## src/rtl/hazard_stall_controller_if.sv

```systemverilog
// Hazard/stall controller bus.
// Groups the pipeline-side hazard inputs and the controller's stall/flush/
// statistics outputs into one bundle.
//   master : pipeline side; drives the ID/EX hazard inputs and observes the controls
//   slave  : controller side; observes the hazard inputs and drives the controls
// Hazard inputs: rs1D, rs2D, rdE, memReadE, pcSrcE, mcStartE
// Controls     : stallF, stallD, stallE, flushD, flushE, bubbleM, mcDoneE, mcBusy
// Statistics   : stallCount (CNT_W bits, saturating)
interface hazard_stall_controller_if #(
    parameter int CNT_W = 32
);
    logic [4:0]       rs1D;
    logic [4:0]       rs2D;
    logic [4:0]       rdE;
    logic             memReadE;
    logic             pcSrcE;
    logic             mcStartE;
    logic             stallF;
    logic             stallD;
    logic             stallE;
    logic             flushD;
    logic             flushE;
    logic             bubbleM;
    logic             mcDoneE;
    logic             mcBusy;
    logic [CNT_W-1:0] stallCount;

    modport master (
        output rs1D, rs2D, rdE, memReadE, pcSrcE, mcStartE,
        input  stallF, stallD, stallE, flushD, flushE, bubbleM, mcDoneE, mcBusy, stallCount
    );

    modport slave (
        input  rs1D, rs2D, rdE, memReadE, pcSrcE, mcStartE,
        output stallF, stallD, stallE, flushD, flushE, bubbleM, mcDoneE, mcBusy, stallCount
    );
endinterface

```

## src/rtl/hazard_stall_controller.sv

```systemverilog
// Pipeline sequencing controller for hazards that EX forwarding cannot resolve:
// load-use (one bubble), taken branch/jump (flush ID and EX) and multi-cycle EX
// ops that hold the front of the pipe for MC_LATENCY cycles. Also counts the
// cycles in which the PC was held.
// Ports:
//   clk  : clock, all state on the rising edge
//   rst  : synchronous reset, active-high; forces every control output to 0
//   bus  : slave side of hazard_stall_controller_if (hazard inputs in,
//          stall/flush/bubble/done/busy controls and stallCount out)
module hazard_stall_controller #(
    parameter int MC_LATENCY = 8,
    parameter int CNT_W      = 32
) (
    input logic                   clk,
    input logic                   rst,
    hazard_stall_controller_if.slave bus
);
    localparam int MCW = $clog2(MC_LATENCY + 1);

    typedef enum logic {
        RUN,
        MC_BUSY
    } state_t;

    state_t           state;
    logic [MCW-1:0]   mc_cnt;
    logic [CNT_W-1:0] stall_count;

    logic load_use;
    logic stall_f, stall_d, stall_e;
    logic flush_d, flush_e, bubble_m;
    logic mc_done, mc_busy;

    function automatic logic [CNT_W-1:0] sat_inc(input logic [CNT_W-1:0] v);
        return (&v) ? v : v + CNT_W'(1);
    endfunction

    // x0 is hard-wired zero, so a load targeting it never creates a dependency.
    assign load_use = bus.memReadE && (bus.rdE != 5'd0) &&
                      ((bus.rdE == bus.rs1D) || (bus.rdE == bus.rs2D));

    always_comb begin
        stall_f  = 1'b0;
        stall_d  = 1'b0;
        stall_e  = 1'b0;
        flush_d  = 1'b0;
        flush_e  = 1'b0;
        bubble_m = 1'b0;
        mc_done  = 1'b0;
        mc_busy  = 1'b0;
        if (!rst) begin
            case (state)
                RUN: begin
                    // Branch redirect wins: the EX op is on the wrong path anyway.
                    if (bus.pcSrcE) begin
                        flush_d = 1'b1;
                        flush_e = 1'b1;
                    end else if (bus.mcStartE) begin
                        stall_f  = 1'b1;
                        stall_d  = 1'b1;
                        stall_e  = 1'b1;
                        bubble_m = 1'b1;
                    end else if (load_use) begin
                        stall_f = 1'b1;
                        stall_d = 1'b1;
                        flush_e = 1'b1;
                    end
                end
                MC_BUSY: begin
                    mc_busy = 1'b1;
                    if (mc_cnt > MCW'(1)) begin
                        stall_f  = 1'b1;
                        stall_d  = 1'b1;
                        stall_e  = 1'b1;
                        bubble_m = 1'b1;
                    end else begin
                        // Last EX cycle: result is valid and advances to MEM.
                        mc_done = 1'b1;
                    end
                end
                default: ;
            endcase
        end
    end

    always_ff @(posedge clk) begin
        if (rst) begin
            state       <= RUN;
            mc_cnt      <= '0;
            stall_count <= '0;
        end else begin
            case (state)
                RUN: begin
                    if (!bus.pcSrcE && bus.mcStartE) begin
                        state  <= MC_BUSY;
                        mc_cnt <= MCW'(MC_LATENCY - 1);
                    end
                end
                MC_BUSY: begin
                    if (mc_cnt > MCW'(1)) begin
                        mc_cnt <= mc_cnt - MCW'(1);
                    end else begin
                        state  <= RUN;
                        mc_cnt <= '0;
                    end
                end
                default: begin
                    state  <= RUN;
                    mc_cnt <= '0;
                end
            endcase
            if (stall_f) begin
                stall_count <= sat_inc(stall_count);
            end
        end
    end

    assign bus.stallF     = stall_f;
    assign bus.stallD     = stall_d;
    assign bus.stallE     = stall_e;
    assign bus.flushD     = flush_d;
    assign bus.flushE     = flush_e;
    assign bus.bubbleM    = bubble_m;
    assign bus.mcDoneE    = mc_done;
    assign bus.mcBusy     = mc_busy;
    assign bus.stallCount = stall_count;
endmodule

```

## src/flat_wrapper.sv

```systemverilog
// flat-port wrapper written by rule: the top's interface ports become plain ports
module hazard_stall_controller_flat 
#(
    parameter int MC_LATENCY = 8,
    parameter int CNT_W      = 32
)
  (clk, rst, bus_rs1D, bus_rs2D, bus_rdE, bus_memReadE, bus_pcSrcE, bus_mcStartE, bus_stallF, bus_stallD, bus_stallE, bus_flushD, bus_flushE, bus_bubbleM, bus_mcDoneE, bus_mcBusy, bus_stallCount);
  hazard_stall_controller_if #(.CNT_W(CNT_W)) bus_i ();
  input logic clk;
  input logic rst;
  input wire logic [$bits(bus_i.rs1D)-1:0] bus_rs1D;
  input wire logic [$bits(bus_i.rs2D)-1:0] bus_rs2D;
  input wire logic [$bits(bus_i.rdE)-1:0] bus_rdE;
  input wire logic [$bits(bus_i.memReadE)-1:0] bus_memReadE;
  input wire logic [$bits(bus_i.pcSrcE)-1:0] bus_pcSrcE;
  input wire logic [$bits(bus_i.mcStartE)-1:0] bus_mcStartE;
  output wire logic [$bits(bus_i.stallF)-1:0] bus_stallF;
  output wire logic [$bits(bus_i.stallD)-1:0] bus_stallD;
  output wire logic [$bits(bus_i.stallE)-1:0] bus_stallE;
  output wire logic [$bits(bus_i.flushD)-1:0] bus_flushD;
  output wire logic [$bits(bus_i.flushE)-1:0] bus_flushE;
  output wire logic [$bits(bus_i.bubbleM)-1:0] bus_bubbleM;
  output wire logic [$bits(bus_i.mcDoneE)-1:0] bus_mcDoneE;
  output wire logic [$bits(bus_i.mcBusy)-1:0] bus_mcBusy;
  output wire logic [$bits(bus_i.stallCount)-1:0] bus_stallCount;
  assign bus_i.rs1D = bus_rs1D;
  assign bus_i.rs2D = bus_rs2D;
  assign bus_i.rdE = bus_rdE;
  assign bus_i.memReadE = bus_memReadE;
  assign bus_i.pcSrcE = bus_pcSrcE;
  assign bus_i.mcStartE = bus_mcStartE;
  assign bus_stallF = bus_i.stallF;
  assign bus_stallD = bus_i.stallD;
  assign bus_stallE = bus_i.stallE;
  assign bus_flushD = bus_i.flushD;
  assign bus_flushE = bus_i.flushE;
  assign bus_bubbleM = bus_i.bubbleM;
  assign bus_mcDoneE = bus_i.mcDoneE;
  assign bus_mcBusy = bus_i.mcBusy;
  assign bus_stallCount = bus_i.stallCount;
  hazard_stall_controller #(.MC_LATENCY(MC_LATENCY), .CNT_W(CNT_W)) u_core (.clk(clk), .rst(rst), .bus(bus_i));
endmodule
```

## config.mk

```make
export PLATFORM = sky130hd
export DESIGN_NAME = hazard_stall_controller_flat
export DESIGN_NICKNAME = d
export VERILOG_FILES = /design/src/rtl/hazard_stall_controller_if.sv /design/src/rtl/hazard_stall_controller.sv /design/src/flat_wrapper.sv
export SDC_FILE = /design/constraint.sdc
export NUM_CORES = 1
export LEC_CHECK = 0
export BUFFER_PORTS_ARGS = -buffer_cell sky130_fd_sc_hd__buf_2
export CAP_MARGIN = 0
export CORE_MARGIN = 1.5
export CORE_UTILIZATION = 55
export CTS_CLUSTER_DIAMETER = 100
export CTS_CLUSTER_SIZE = 16
export DETAILED_ROUTE_END_ITERATION = 16
export PLACE_DENSITY_LB_ADDON = 0.2
export SLEW_MARGIN = 30
export SYNTH_ARGS = -nofsm -noshare
export SYNTH_HDL_FRONTEND = slang
export SYNTH_SLANG_ARGS = --single-unit
```

## constraint.sdc

```tcl
create_clock -name clk -period 4.45 [get_ports clk]
set_input_delay 0.2225 -clock clk [delete_from_list [all_inputs] [get_ports clk]]
set_output_delay 0.2225 -clock clk [all_outputs]
set_load 0.005 [all_outputs]
```

==> results_dict.tcl, run 1 <==
set metrics [dict create \
    status "finished, final reports clean" \
    crit_family "compound AO/OA/AOI/OAI gates" \
    drt_iter0_markers 138 \
    setup_ws_ns 1.43 \
    timing.critical_path.mode_cell "o21bai_1" \
    place.gp.congestion 0.789 \
    crit_chain "inv_1 -> ha_1 -> o21bai_1 -> o21bai_1 -> or3_1 -> o21bai_2 -> buf_4 -> buf_2" \
    power_leakage_nw 1.00 \
    post_cts_buffers 0 \
    synth_ff_type "dfxtp_1" \
    end_kind "output port" \
    cts_inserted_buffers 5 \
    slowest_delay_ns 0.53 \
    worst_pin_slew_ns 0.655 \
    syn_inst 247 \
    drive_above_1_share 0.239 \
    wl_per_cell_um 12.1 \
    netlist_area_um2 1990 \
    syn_nets 270 \
    fmax_mhz 331 \
    post-route-drc-count 0 \
    core_um2 3420 \
    worstPathArrival_ns 2.79 \
    grt_max_degree 40 \
    cts-hold-fix-buffers 0 \
    grt_pass1_wl_um 7110 \
    synth_edf_count 0 \
    grt_overflow 0 \
    cp_slowest_cell "o21bai_2" \
    cp_max_fo 15 \
    critPathBufInv 3 \
    dp_hpwl_um 3060 \
    dieHeight_um 63.2 \
    finalWirelength_um 4190 \
    ys_types 37 \
    finalMaxSlewViolations 0 \
    final-hold-violation-count 0 \
    fp.dieArea_um2 4000 \
    critPathRequiredTime_ns 4.23 \
    final.setup.tns_ns 0 \
    clockBufferDepth 2 \
    postSynthAreaPerCell_um2 8.07 \
    area_growth_pct 17.1 \
    critPathKind "flip-flop to output port" \
    postRouteAntennaNets 0 \
    cts_tree "yes" \
    slew_headroom 0.564 \
    synth-seq-cells 37 \
    io_pins 60 \
    clkSlewWorstSetupHoldPaths_ns 0.10 \
    setup_viol 0 \
    grt_usage 0.219 \
    port_buffers 59 \
    diodes 0 \
    start_util 0.584 \
    hold_class "input port to flip-flop" \
    grt_pass1_vias 1620 \
    rsz0062_at_grt "false" \
    ys_seq_area_frac 0.371 \
    fin_crit_sh 0.678 \
    ir_drop_mv 0.185 \
    nets 325 \
    first_pass_iters 4 \
    async_reset_ff_frac 0 \
    vias 1886 \
    die_w_um 63.2 \
    cap_violations 0 \
    finClkSkew_ns 0.00826 \
    vias_per_cell 5.44 \
    post-place-ws_ns 1.45 \
    rr_startpoint "u_core.mc_cnt[0]" \
    cp-start-kind "flip-flop" \
    root_buffer "clkbuf_4" \
    antenna_found_initial 0 \
    htree_levels 2 \
    worstHoldStart "bus_mcStartE" \
    cts.sinks 37 \
    startpoint "u_core.mc_cnt[0]" \
    ys_warn_count 0 \
    power.density_nw_per_um2 246 \
    fin_crit_ns 3.02 \
    worstSkewPairLatency_ns 0.35 \
    placementRows 21 \
    post_cts_resized 0 \
]
[worst reg2reg max path: cells and delay by family, from the launching register on]
kind | cells | cell delay, ns
flip-flops | 1 | 0.40
AND/OR/NAND/NOR | 3 | 1.18
buffers and inverters | 1 | 0.07
adder cells (fa/ha/maj) | 1 | 0.23
AO/OA/AOI/OAI | 4 | 1.08
[state kept, by name, summed over array words and instances (netlist names)]
name	cells
u_core.mc_cnt	4
u_core.bus.stallCount	32
u_core.state	1
[worst paths after layout]
kind	slack (ns)	cells past startpoint	end
hold / removal	0.38	3	u_core.state
setup / recovery	1.43	8	bus_stallD
hold reg to reg	0.51	1	u_core.bus.stallCount[31]
setup reg to reg	1.45	9	u_core.bus.stallCount[25]
[placed cells by master, fill, tap and decap left out]
cell / n
nand2_1: 13
o21bai_2: 1
clkbuf_4: 5
buf_2: 59
ha_1: 3
a2bb2oi_1: 1
a211oi_1: 2
a21oi_1: 5
nand4_2: 1
o31ai_1: 6
nand3_2: 2
xor2_1: 30
dfxtp_1: 37
xnor2_1: 2
nand3b_1: 2
buf_4: 1
nor3_1: 12
clkinv_2: 1
nand2b_1: 3
or4_1: 3
nor2_1: 37
o21bai_1: 2
o21ai_0: 10
or3_1: 4
nor2b_1: 7
a21o_1: 1
and3_1: 6
inv_1: 7
nand3_1: 21
a22oi_1: 2
a21boi_0: 1
or3_4: 1
and4_1: 1
nand2_2: 1
mux2i_1: 1
nand4_1: 10
[stage by stage]
stage | hold WS (ns) | cells | util | total power, mW | area [um^2]
6_report | 0.376 | 347 | 0.684 | 0.575 | 2330
2_1_floorplan | 0.414 | 247 | - | 0.398 | 1990
3_5_place_dp | 0.491 | 341 | 0.671 | 0.422 | 2290
4_1_cts | 0.364 | 347 | 0.684 | 0.578 | 2330
3_3_place_gp | 0.479 | 341 | 0.671 | 0.421 | 2290
5_1_grt | 0.387 | 347 | 0.684 | 0.604 | 2330
[routing by layer]
metal | vias up | wire length, um | GRT usage
met3 | 10 | 230 | 0.0482
met4 | 0 | 80 | 0.0951
met1 | 863 | 1980 | 0.287
met5 | - | 0 | 0
li1 | 961 | - | -
met2 | 52 | 1900 | 0.348
[power by group]
part           internal [mW]  leakage [nW]  switching, mW  total, mW
Sequential             0.337         0.299        0.00736      0.344
Clock                 0.0548        0.0269          0.106      0.161
Combinational         0.0305         0.678         0.0400     0.0704
Total                  0.422          1.00          0.153      0.575
[cell type report]
cell class,count,area (um^2)
multi-input cells,191,1160
fillers,324,1080
flip-flops and latches,37,741
repair buffers,60,303
well taps,46,57.6
clock buffers,5,37.5
inverters,7,26.3
clock inverters,1,5.00
[synth_stat cells (3+ instances only)]
library cell / count / area (um^2)
nand4_1: 10 / 62.6
or3_1: 4 / 25.0
inv_1: 7 / 26.3
nand2_1: 13 / 48.8
nor2_1: 37 / 139
dfxtp_1: 37 / 741
nor2b_1: 7 / 43.8
a21oi_1: 5 / 25.0
nor3_1: 12 / 60.1
clkbuf_1: 5 / 18.8
nand2b_1: 3 / 18.8
o21ai_0: 10 / 50.1
xor2_1: 30 / 263
nand3_1: 21 / 105
or4_1: 3 / 22.5
ha_1: 3 / 37.5
and3_1: 6 / 37.5
o31ai_1: 6 / 45.0
[logic make-up (layout without fill, tap and decap cells)]
kind of cell	count (synthesis)	count (layout)	share of synthesized area
AO/OA/AOI/OAI	31	31	0.100
multiplexers	1	1	0.00502
adder cells (fa/ha/maj)	3	3	0.0188
flip-flops	37	37	0.371
buffers and inverters	19	73	0.0445
AND/OR/NAND/NOR	124	124	0.319
XOR/XNOR	32	32	0.141
Note: power is estimated with default switching activity, not from simulation.
==> run 2, diff against run 1 <==
--- a/config.mk
+++ b/config.mk
@@ -8,7 +8,7 @@
 export BUFFER_PORTS_ARGS = -buffer_cell sky130_fd_sc_hd__buf_2
 export CAP_MARGIN = 0
 export CORE_MARGIN = 1.5
-export CORE_UTILIZATION = 55
+export CORE_UTILIZATION = 46
 export CTS_CLUSTER_DIAMETER = 100
 export CTS_CLUSTER_SIZE = 16
 export DETAILED_ROUTE_END_ITERATION = 16
==> constraint.sdc (replaced) <==
create_clock -name clk -period 2.73 [get_ports clk]
set_input_delay 0.1365 -clock clk [delete_from_list [all_inputs] [get_ports clk]]
set_output_delay 0.1365 -clock clk [all_outputs]
set_load 0.005 [all_outputs]
==> run 2 against run 1 <==
  * Design area increased by 5.5%
  * Via count shrank 1.5%
  * Utilization decreased by 8.1 points
  * Largest cell class unchanged
  * Die area is 19% higher
  * Register-to-register slack worse by 1.3 ns
  * Setup slack got worse by 1.3 ns
  * Global-route usage decreased by 1.6 points
  * Combinational power increased by 78%
==> results_dict.tcl, run 2 (synthesized netlist as in run 1, its figures left out) <==
set metrics [dict create \
    grt_max_degree 39 \
    port_buffers 59 \
    io_pins 60 \
    grt_overflow 0 \
    antenna_found_initial 0 \
    mostFrequentLayoutCells "buf_2 (59), nor2_1 (37), dfxtp_1 (37)" \
    nets 331 \
    vias_per_cell 5.17 \
    largest_reg_flops 32 \
    slowest_delay_ns 0.49 \
    use_met1 0.252 \
    post-route-drc-count 0 \
    core_um2 4090 \
    start_util 0.488 \
    critPathKind "flip-flop to flip-flop" \
    hold_class "input port to flip-flop" \
    cts_inserted_buffers 5 \
    grt-busiest-layer "met2" \
    fp.dieArea_um2 4740 \
    vias 1857 \
    grt_usage 0.204 \
    first_pass_iters 4 \
    whs_path_depth 3 \
    final.setup.tns_ns 0 \
    crit_family "simple AND/OR/NAND/NOR gates" \
    rr_endpoint "u_core.bus.stallCount[13]" \
    worst_pin_slew_ns 0.597 \
    slew_headroom 0.599 \
    cp-start-kind "flip-flop" \
    crit_chain "nand4_2 -> or3_4 -> or3_1 -> or4_4 -> buf_4 -> nand4_1 -> xor2_1 -> nor2_1" \
    finalMaxSlewViolations 0 \
    finClkSkew_ns 0.00784 \
    wl_per_cell_um 12.3 \
    setup_viol 0 \
    grt_pass1_vias 1640 \
    grt_pass1_wl_um 7200 \
    rsz0062_at_grt "false" \
    final_common_cell "buf_2" \
    worstSkewPairLatency_ns 0.29 \
    clockBufferDepth 2 \
    final-hold-violation-count 0 \
    root_buffer "clkbuf_8" \
    cp_max_fo 11 \
    rr_startpoint "u_core.bus.stallCount[20]" \
    hold-path-endpoint "u_core.state" \
    layout.cells.non_filler 359 \
    diodes 0 \
    power.density_nw_per_um2 448 \
    r2r_slack_ns 0.16 \
    power_leakage_nw 1.07 \
    dp_hpwl_um 3220 \
    critPathRequiredTime_ns 2.91 \
    postRouteAntennaNets 0 \
    clkSlewWorstSetupHoldPaths_ns 0.07 \
    critPathBufInv 1 \
    cts-hold-fix-buffers 0 \
    gr-usage-met2 0.339 \
    dp.cells 351 \
    cap_violations 0 \
    fmax_mhz 390 \
    reg2regPathDepth 8 \
    htree_levels 2 \
    finalWirelength_um 4410 \
    die_w_um 68.8 \
    drive_above_1_share 0.265 \
    drt_iter0_markers 101 \
    worstHoldStart "rst" \
    cts_tree "yes" \
    dieHeight_um 68.8 \
    worstPathArrival_ns 2.74 \
    fin_crit_sh 0.940 \
    cts.sinks 37 \
    fin_crit_ns 2.57 \
    cp_slowest_cell "or4_4" \
    placementRows 23 \
    area_growth_pct 23.5 \
    place.gp.congestion 0.783 \
    ir_drop_mv 0.273 \
    end_kind "flip-flop" \
    grtUsageMet3 0.0552 \
    status "finished, final reports clean" \
]
[run 2: cell types whose count changed in the layout (fill, tap and decap cells not counted), sizes merged]
cell	previous run	this run
clkbuf	5	7
buf	60	66
[run 2: tightest hold or removal path, delay by kind of cell]
| kind | cells | cell delay, ns |
|---|---|---|
| AND/OR/NAND/NOR | 1 | 0.06 |
| buffers and inverters | 1 | 0.09 |
| AO/OA/AOI/OAI | 1 | 0.19 |
[run 2: final cells by class]
type	count	area, um^2
clock buffer	7	96.3
clock inverter	1	5.00
inverter	7	26.3
tap	50	62.6
sequential	37	741
multi-input combinational	191	1180
timing repair buffer	66	348
fill	395	1620
[run 2: repair_timing]
action,in CTS,in global routing
setup buffers,0,0
gates resized for setup,0,4
setup endpoints to repair,0,11
[run 2: per-layer routing]
layer | wire length [um] | vias up
li1 | - | 972
met1 | 2050 | 844
met5 | 0 | -
met4 | 71 | 0
met2 | 2080 | 35
met3 | 202 | 6
[run 2: metrics by stage]
step / hold WS, ns / util / setup slack [ns] / area [um^2] / power [mW]
floorplan: 0.328 / - / 0.318 / 1990 / 0.649
global placement: 0.476 / 0.573 / 0.156 / 2340 / 0.692
detailed placement: 0.488 / 0.573 / 0.0864 / 2340 / 0.694
CTS: 0.231 / 0.598 / 0.0741 / 2440 / 1.11
global route: 0.277 / 0.603 / 0.0292 / 2460 / 1.16
finish: 0.238 / 0.603 / 0.163 / 2460 / 1.10
[run 2: worst max-delay path by stage]
stage | startpoint | to | cells after the start
final | u_core.bus.stallCount[20] | u_core.bus.stallCount[13] | 8
after global routing | u_core.mc_cnt[0] | u_core.bus.stallCount[25] | 9
after CTS | u_core.bus.stallCount[20] | u_core.bus.stallCount[13] | 8
after detailed placement | u_core.mc_cnt[0] | u_core.bus.stallCount[25] | 9
after global placement | u_core.bus.stallCount[20] | u_core.bus.stallCount[13] | 8
after floorplan | u_core.bus.stallCount[18] | u_core.bus.stallCount[14] | 9
[run 2: where the power goes]
group,switching (mW),internal [mW],leakage [nW]
combinational,0.0682,0.0567,0.713
sequential,0.0115,0.549,0.299
clock,0.189,0.228,0.0542
